`src/rtl/slow_ch_rx.sv`:
```
// slow_ch_rx: receive side of the 16-bit slow channel.
// Packs four 16-bit channel beats into one 64-bit word for the DMA write
// path and flags the word that ends a transfer (disconnect).
//
// Handshakes:
//   Channel side: a beat is transferred on a rising clk edge where
//   p_channel_srdy && p_channel_drdy. p_channel_drdy is a pure register
//   output (!pend_q) with no combinational path from srdy or i_ack.
//   DMA side: a word is transferred on a rising clk edge where
//   o_valid && i_ack. While o_valid && !i_ack, o_data/o_words/o_last hold.
module slow_ch_rx #(
  parameter logic [15:0] PAD_WORD = 16'h0000
) (
  input  logic        clk,
  input  logic        rst,
  input  logic        p_channel_srdy,
  output logic        p_channel_drdy,
  input  logic        p_channel_disconnect,
  input  logic        p_channel_data_valid,
  input  logic [15:0] p_channel_data,
  output logic        o_valid,
  input  logic        i_ack,
  output logic [63:0] o_data,
  output logic [2:0]  o_words,
  output logic        o_last
);

  // Assembly register: four 16-bit lanes plus the next lane to fill.
  // While pend_q is set it holds the completed word waiting for the
  // output slot, together with hold_words_q / hold_last_q.
  logic [15:0] lane_q [4];
  logic [1:0]  ptr_q;
  logic        pend_q;
  logic [2:0]  hold_words_q;
  logic        hold_last_q;

  // Handshake qualifiers.
  logic        beat;
  logic        slot_free;
  logic        complete;

  // Word as it would look if completed by the current beat.
  logic [15:0] packed_lane [4];
  logic [63:0] packed_data;
  logic [2:0]  packed_words;

  assign p_channel_drdy = !pend_q;
  assign beat           = p_channel_srdy && !pend_q;
  assign slot_free      = !o_valid || i_ack;
  assign complete       = beat &&
                          ((p_channel_data_valid && (ptr_q == 2'd3)) ||
                           p_channel_disconnect);

  // Lanes below ptr come from the register, lane ptr from the live beat
  // (if it carries data), every lane above is padded.
  for (genvar g = 0; g < 4; g++) begin : g_pack
    localparam logic [1:0] LANE = 2'(g);
    assign packed_lane[g] = (LANE < ptr_q) ? lane_q[g] :
                            ((LANE == ptr_q) && p_channel_data_valid) ?
                              p_channel_data : PAD_WORD;
  end

  assign packed_data  = {packed_lane[3], packed_lane[2],
                         packed_lane[1], packed_lane[0]};
  assign packed_words = {1'b0, ptr_q} + {2'b00, p_channel_data_valid};

  // Assembly: fill lanes on data beats; on completion either restart at
  // lane 0 or, if the output slot is busy, park the packed word here.
  always_ff @(posedge clk) begin
    if (rst) begin
      for (int i = 0; i < 4; i++) lane_q[i] <= 16'h0000;
      ptr_q        <= 2'd0;
      hold_words_q <= 3'd0;
      hold_last_q  <= 1'b0;
    end else if (beat) begin
      if (complete) begin
        ptr_q <= 2'd0;
        if (!slot_free) begin
          for (int i = 0; i < 4; i++) lane_q[i] <= packed_lane[i];
          hold_words_q <= packed_words;
          hold_last_q  <= p_channel_disconnect;
        end
      end else if (p_channel_data_valid) begin
        lane_q[ptr_q] <= p_channel_data;
        ptr_q         <= ptr_q + 2'd1;
      end
    end
  end

  // Output slot: a parked word has priority, then a word completing this
  // edge; otherwise an ack empties the slot.
  always_ff @(posedge clk) begin
    if (rst) begin
      o_valid <= 1'b0;
      o_data  <= 64'h0;
      o_words <= 3'd0;
      o_last  <= 1'b0;
      pend_q  <= 1'b0;
    end else if (pend_q && i_ack) begin
      o_valid <= 1'b1;
      o_data  <= {lane_q[3], lane_q[2], lane_q[1], lane_q[0]};
      o_words <= hold_words_q;
      o_last  <= hold_last_q;
      pend_q  <= 1'b0;
    end else if (complete && slot_free) begin
      o_valid <= 1'b1;
      o_data  <= packed_data;
      o_words <= packed_words;
      o_last  <= p_channel_disconnect;
    end else begin
      if (complete) pend_q <= 1'b1;
      if (i_ack) o_valid <= 1'b0;
    end
  end

endmodule

```
`config.mk`:
```
export PLATFORM = sky130hd
export DESIGN_NAME = slow_ch_rx
export DESIGN_NICKNAME = d
export VERILOG_FILES = /design/src/rtl/slow_ch_rx.sv
export SDC_FILE = /design/constraint.sdc
export NUM_CORES = 1
export LEC_CHECK = 0
export BUFFER_PORTS_ARGS = -buffer_cell sky130_fd_sc_hd__buf_2
export CAP_MARGIN = 20
export CORE_MARGIN = 2
export CORE_UTILIZATION = 25
export DETAILED_ROUTE_END_ITERATION = 12
export SETUP_SLACK_MARGIN = 0.15
export SYNTH_ARGS = -nofsm -noshare
export SYNTH_HDL_FRONTEND = slang
export SYNTH_SLANG_ARGS = --single-unit
```
`constraint.sdc`:
```
create_clock -name clk -period 2.3 [get_ports clk]
set_input_delay 0.345 -clock clk [delete_from_list [all_inputs] [get_ports clk]]
set_output_delay 0.345 -clock clk [all_outputs]
set_load 0.02 [all_outputs]
```
======== Word level (Yosys, flattened, before mapping) ========
Memory sizes are Yosys's and may differ from the RTL's.
Index checks and enable logic that the tools add are counted.
operators by class
  add/sub/neg operators ................... 2
  multipliers ............................. 0
  divide/modulo/power cells ............... 0
  $lt $le $gt $ge ......................... 4
  equality and inequality tests ........... 4
  shift-type cells ........................ 0
  multiplexer cells ....................... 38
  bitwise operators ....................... 6
  reduce and logical (&&, ||, !) cells .... 22
operators by type and width
  kind                                                                  count
  16-bit 2-to-1 mux                                                     13
  64-bit 2-to-1 mux                                                     2
  1-bit 2-to-1 mux                                                      18
  16-bit OR reduction                                                   1
  1-bit logical AND                                                     9
  2-bit 2-to-1 mux                                                      3
  3-bit 2-to-1 mux                                                      2
  2-bit == test (first input constant)                                  2
  1-bit by 2-bit < comparator with 1-bit output (first input constant)  2
  2-bit < comparator (first input constant)                             2
  1-bit bitwise OR                                                      4
  2-bit AND reduction                                                   2
  2-bit nonzero test                                                    2
  2-bit by 1-bit adder with 3-bit output                                1
  3-bit AND reduction                                                   1
  3-bit nonzero test                                                    1
  2-bit by 1-bit adder with 2-bit output (second input constant)        1
  1-bit by 2-bit == test with 1-bit output (first input constant)       1
  2-bit == test (second input constant)                                 1
  1-bit logical NOT                                                     2
  2-bit logical NOT                                                     1
  1-bit logical OR                                                      2
  1-bit inverter                                                        2
  2-bit OR reduction                                                    1
storage, ports and cells
  flip-flop bits (word level) ............. 76
  latch bits .............................. 0
  memory bits (writable) .................. 64
  bits in read-only memories .............. 0
  bits of input ports ..................... 22
  output and inout port bits .............. 70
  logic and storage cells ................. 85
  memories kept ........................... 1
memory list
  memory  words  bits a word  read ports  clocked after Yosys merged registers in  wr ports  line  source
  lane_q  4      16           4           0                                        4         31    logic [15:0] lane_q [4];

======== Longest topological paths before layout ========
  depth after elaboration ................. 10
  depth in mapped cells ................... 8
  gate-level depth less buffers ........... 5

======== Worst setup path after synthesis ========
No wires, ideal clock.
  path type ............................... flip-flop to flip-flop
  start point ............................. register ptr_q[1]
  end point ............................... memory lane_q[1][0] (enable)
  setup time .............................. 372 ps
  data arrival time ....................... 1654 ps
  required time ........................... 1928 ps
  setup slack ............................. 274 ps
  stages on the path, launching flop included .. 6
  buffers on the path ..................... 1
  period minus slack after synthesis ...... 2026 ps
  path through ............................ dfxtp_1 ha_1 a21o_1 clkbuf_1 a21oi_1 nand2_1
RTL lines
  item                      line  source
  start: declaration        32    logic [1:0] ptr_q;
  start signal: assignment  85    ptr_q <= ptr_q + 2'd1;
  end: declaration          31

==> metrics.txt <==
Post-Syn Area about 7000 um2; deepest clock path buffer count 2; DRT Pass-1 Iters 5; clock root cell clkbuf_16; Inst Count DP 1,067; Yosys cell types 45; via/cell ratio 5.35; hold_buf cts 0; Design Area, Final between 8000 and 9000 um2; clock sinks between 100 and 150; Area after DPL approximately 7800 um2; Synth warnings 0; Least-Margin Pin Slew 0.577 ns; Critical Path Slowest Stage Cell a32o_2; core area 27,600 um2; Post-synth top flop dfxtp_1; reg2reg start ptr_q[1]; CTS tree yes; Final Max Tran Viols 0; Synth area leader edfxtp_1; filler instances 2,907; largest net degree at the start of global routing 42; GP Congestion 0.829; Remaining Overflow, GRT 0; hold slack a little over 0.3 ns; Worst Setup Start Kind register; dpl hpwl approximately 14,000 um; dpl ws about 0.056 ns; number of synthesized register bits 140; clock-pin transition on the worst setup and hold timing paths 0.07 ns; cts bufs inserted 17; r2r endpoint lane_q[1][13]; Cell Chain, Critical Path buf_4 -> inv_1 -> ha_2 -> nor4bb_1 -> a32o_2 -> a22o_1; final wirelength 22,300 um; Mapped Avg Cell Area 10.6 um2; fmax 498 MHz; Synth async-reset ratio 0%; routed wire length per instance 20.2 um; chip height 171 um; Leak 2.87 nW; Total Routing Usage GR 15.2%; Slew HR 61.6%; initial cell density of the core between 20% and 30%; Die W between 150 and 200 um; row cnt 61; Final TNS setup 0 ns; Pwr Density 755 nW/um2; Final Hold Fails 0; final setup vio count 0; Detail Route Antenna Nets 0; initial antenna violation count 1; final setup skew 0.0108 ns; Layout Cells excl Fill 1,103; fin nets 740; drc violations 0; post-route setup slack 0.292 ns; DR iter-0 viols 547; Critical Setup Path Class register to register; Yosys top cell area share roughly 28%; Final period util roughly 87%; clk_lat worst skew between 0.4 and 0.5 ns; multi-input combinational cell area slightly above 3000 um2; outcome finished clean; FF/Latch Area 3440 um2; RSZ-0062 raised after global routing no; Slowest Stage Delay on Critical Path ~0.45 ns; die area just under 30,000 um2; via count 5,898; maximum VDD drop 0.000393 V; Critical Path Sink lane_q[1][13]; Port Buffers 91; EDFF count, synth 64; worst min-delay path class input pin to register; ranking of synthesized cells by area edfxtp_1 28%, dfxtp_1 22%, a31oi_1 6.2%, a311oi_1 6.0%, nand3_1 5.2%; worst path required time 2.58 ns; vias in the first global route 5,709; Setup crit end kind register; cells on worst reg2reg path 6; Cells after Synth between 600 and 700; Top-Level Pins 92; Crit path arrival time 2.29 ns; Final min period between 2 and 2.5 ns; flop2flop setup slack around 0.3 ns; layout cells sized above 1 between 20% and 30%; commonest non-fill, non-tap cell in the layout buf_2; crit path max fanout 16; H-tree depth 4; first-pass GRT wire length around 34,000 um; post-synthesis sequential area ratio 49.3%; area grow syn2layout 20.0%; Mapped Nets 690; maxcap violations 0; most frequent cells in the layout 90 x buf_2, 76 x dfxtp_1, 73 x nand3_1; CP Launch Point ptr_q[1]
report_power, final:
| part | switching (mW) | leakage, nW | internal (mW) |
|---|---|---|---|
| logic | 0.531 | 1.30 | 0.244 |
| registers | 0.0834 | 1.29 | 2.74 |
| clock network | 1.20 | 0.279 | 1.53 |
cells by family (layout without fill, tap and decap cells):
group                      Yosys count  count (layout)  share of synthesized area (%)
other                                0               1                              0
adders and majority gates            7               7                           1.25
buffers and inverters              103             166                           6.72
AOI/OAI and AO/OA                  208             208                           24.7
and+or+nand+nor                    202             202                           17.8
DFF                                140             140                           49.3
muxes                                1               1                          0.161
cells in the mapped netlist (2+ instances only):
| cell | number |
|---|---|
| o2bb2ai_1 | 16 |
| buf_4 | 4 |
| nand4_1 | 32 |
| nand2_1 | 11 |
| nor4bb_1 | 3 |
| a31oi_1 | 69 |
| a21oi_1 | 9 |
| a22o_1 | 32 |
| and3_1 | 2 |
| dfxtp_1 | 76 |
| nor4_4 | 2 |
| and3b_1 | 2 |
| buf_1 | 20 |
| and2_1 | 17 |
| buf_6 | 5 |
| a32o_2 | 2 |
| nand2b_1 | 50 |
| ha_1 | 7 |
| buf_2 | 22 |
| clkbuf_2 | 2 |
| clkbuf_1 | 46 |
| a21oi_2 | 2 |
| a311oi_1 | 48 |
| edfxtp_1 | 64 |
| a311oi_2 | 20 |
| inv_1 | 4 |
| o21ai_0 | 4 |
| nand3_1 | 73 |
repair_timing:
item / in CTS / in global routing
pin swaps: 1 / 1
buffers inserted: 1 / 2
gates resized for setup: 0 / 2
setup endpoints to repair: 16 / 19
stage by stage:
stage               power, mW  utilization (%)
global route             6.54             30.3
global placement         3.64             28.1
CTS                      6.36             30.3
finish                   6.33             30.3
detailed placement       3.65             28.1
floorplan                3.36                -
state kept, by name (all words and copies together), names as in the netlist:
signal        flops
lane_q           64
o_data           64
hold_words_q      3
o_words           3
ptr_q             2
hold_last_q       1
o_last            1
o_valid           1
pend_q            1
worst min-delay path by stage:
stage | startpoint | to | slack (ns) | cells after the start
CTS | p_channel_srdy | o_valid | 0.29 | 3
floorplan | hold_last_q | hold_last_q | 0.45 | 2
global route | p_channel_data[3] | o_data[51] | 0.32 | 3
finish | p_channel_srdy | o_valid | 0.31 | 3
global placement | hold_words_q[1] | hold_words_q[1] | 0.47 | 2
detailed placement | hold_words_q[1] | hold_words_q[1] | 0.48 | 2
cell type report:
type	instances	area share [%]
Sequential cell	140	41.1
Clock buffer	17	5.07
Clock inverter	15	1.85
Inverter	4	0.179
Timing Repair Buffer	130	9.30
Tap cell	378	5.64
Multi-Input combinational cell	418	36.9
Antenna cell	1	0.0298
per-layer routing:
metal | GRT usage [%] | wire length, um
met4 | 6.23 | 609
met5 | 0 | 11
met1 | 19.9 | 9780
met3 | 4.37 | 1540
met2 | 23.5 | 10400
worst max-delay path: cells and delay by family, from the launching register on:
family	cells	cell delay, ns
buffers and inverters	2	0.32
adder cells (fa/ha/maj)	1	0.34
AO/OA/AOI/OAI	2	0.64
flip-flops	1	0.33
AND/OR/NAND/NOR	1	0.23
Power figures use the tool's default switching activity.
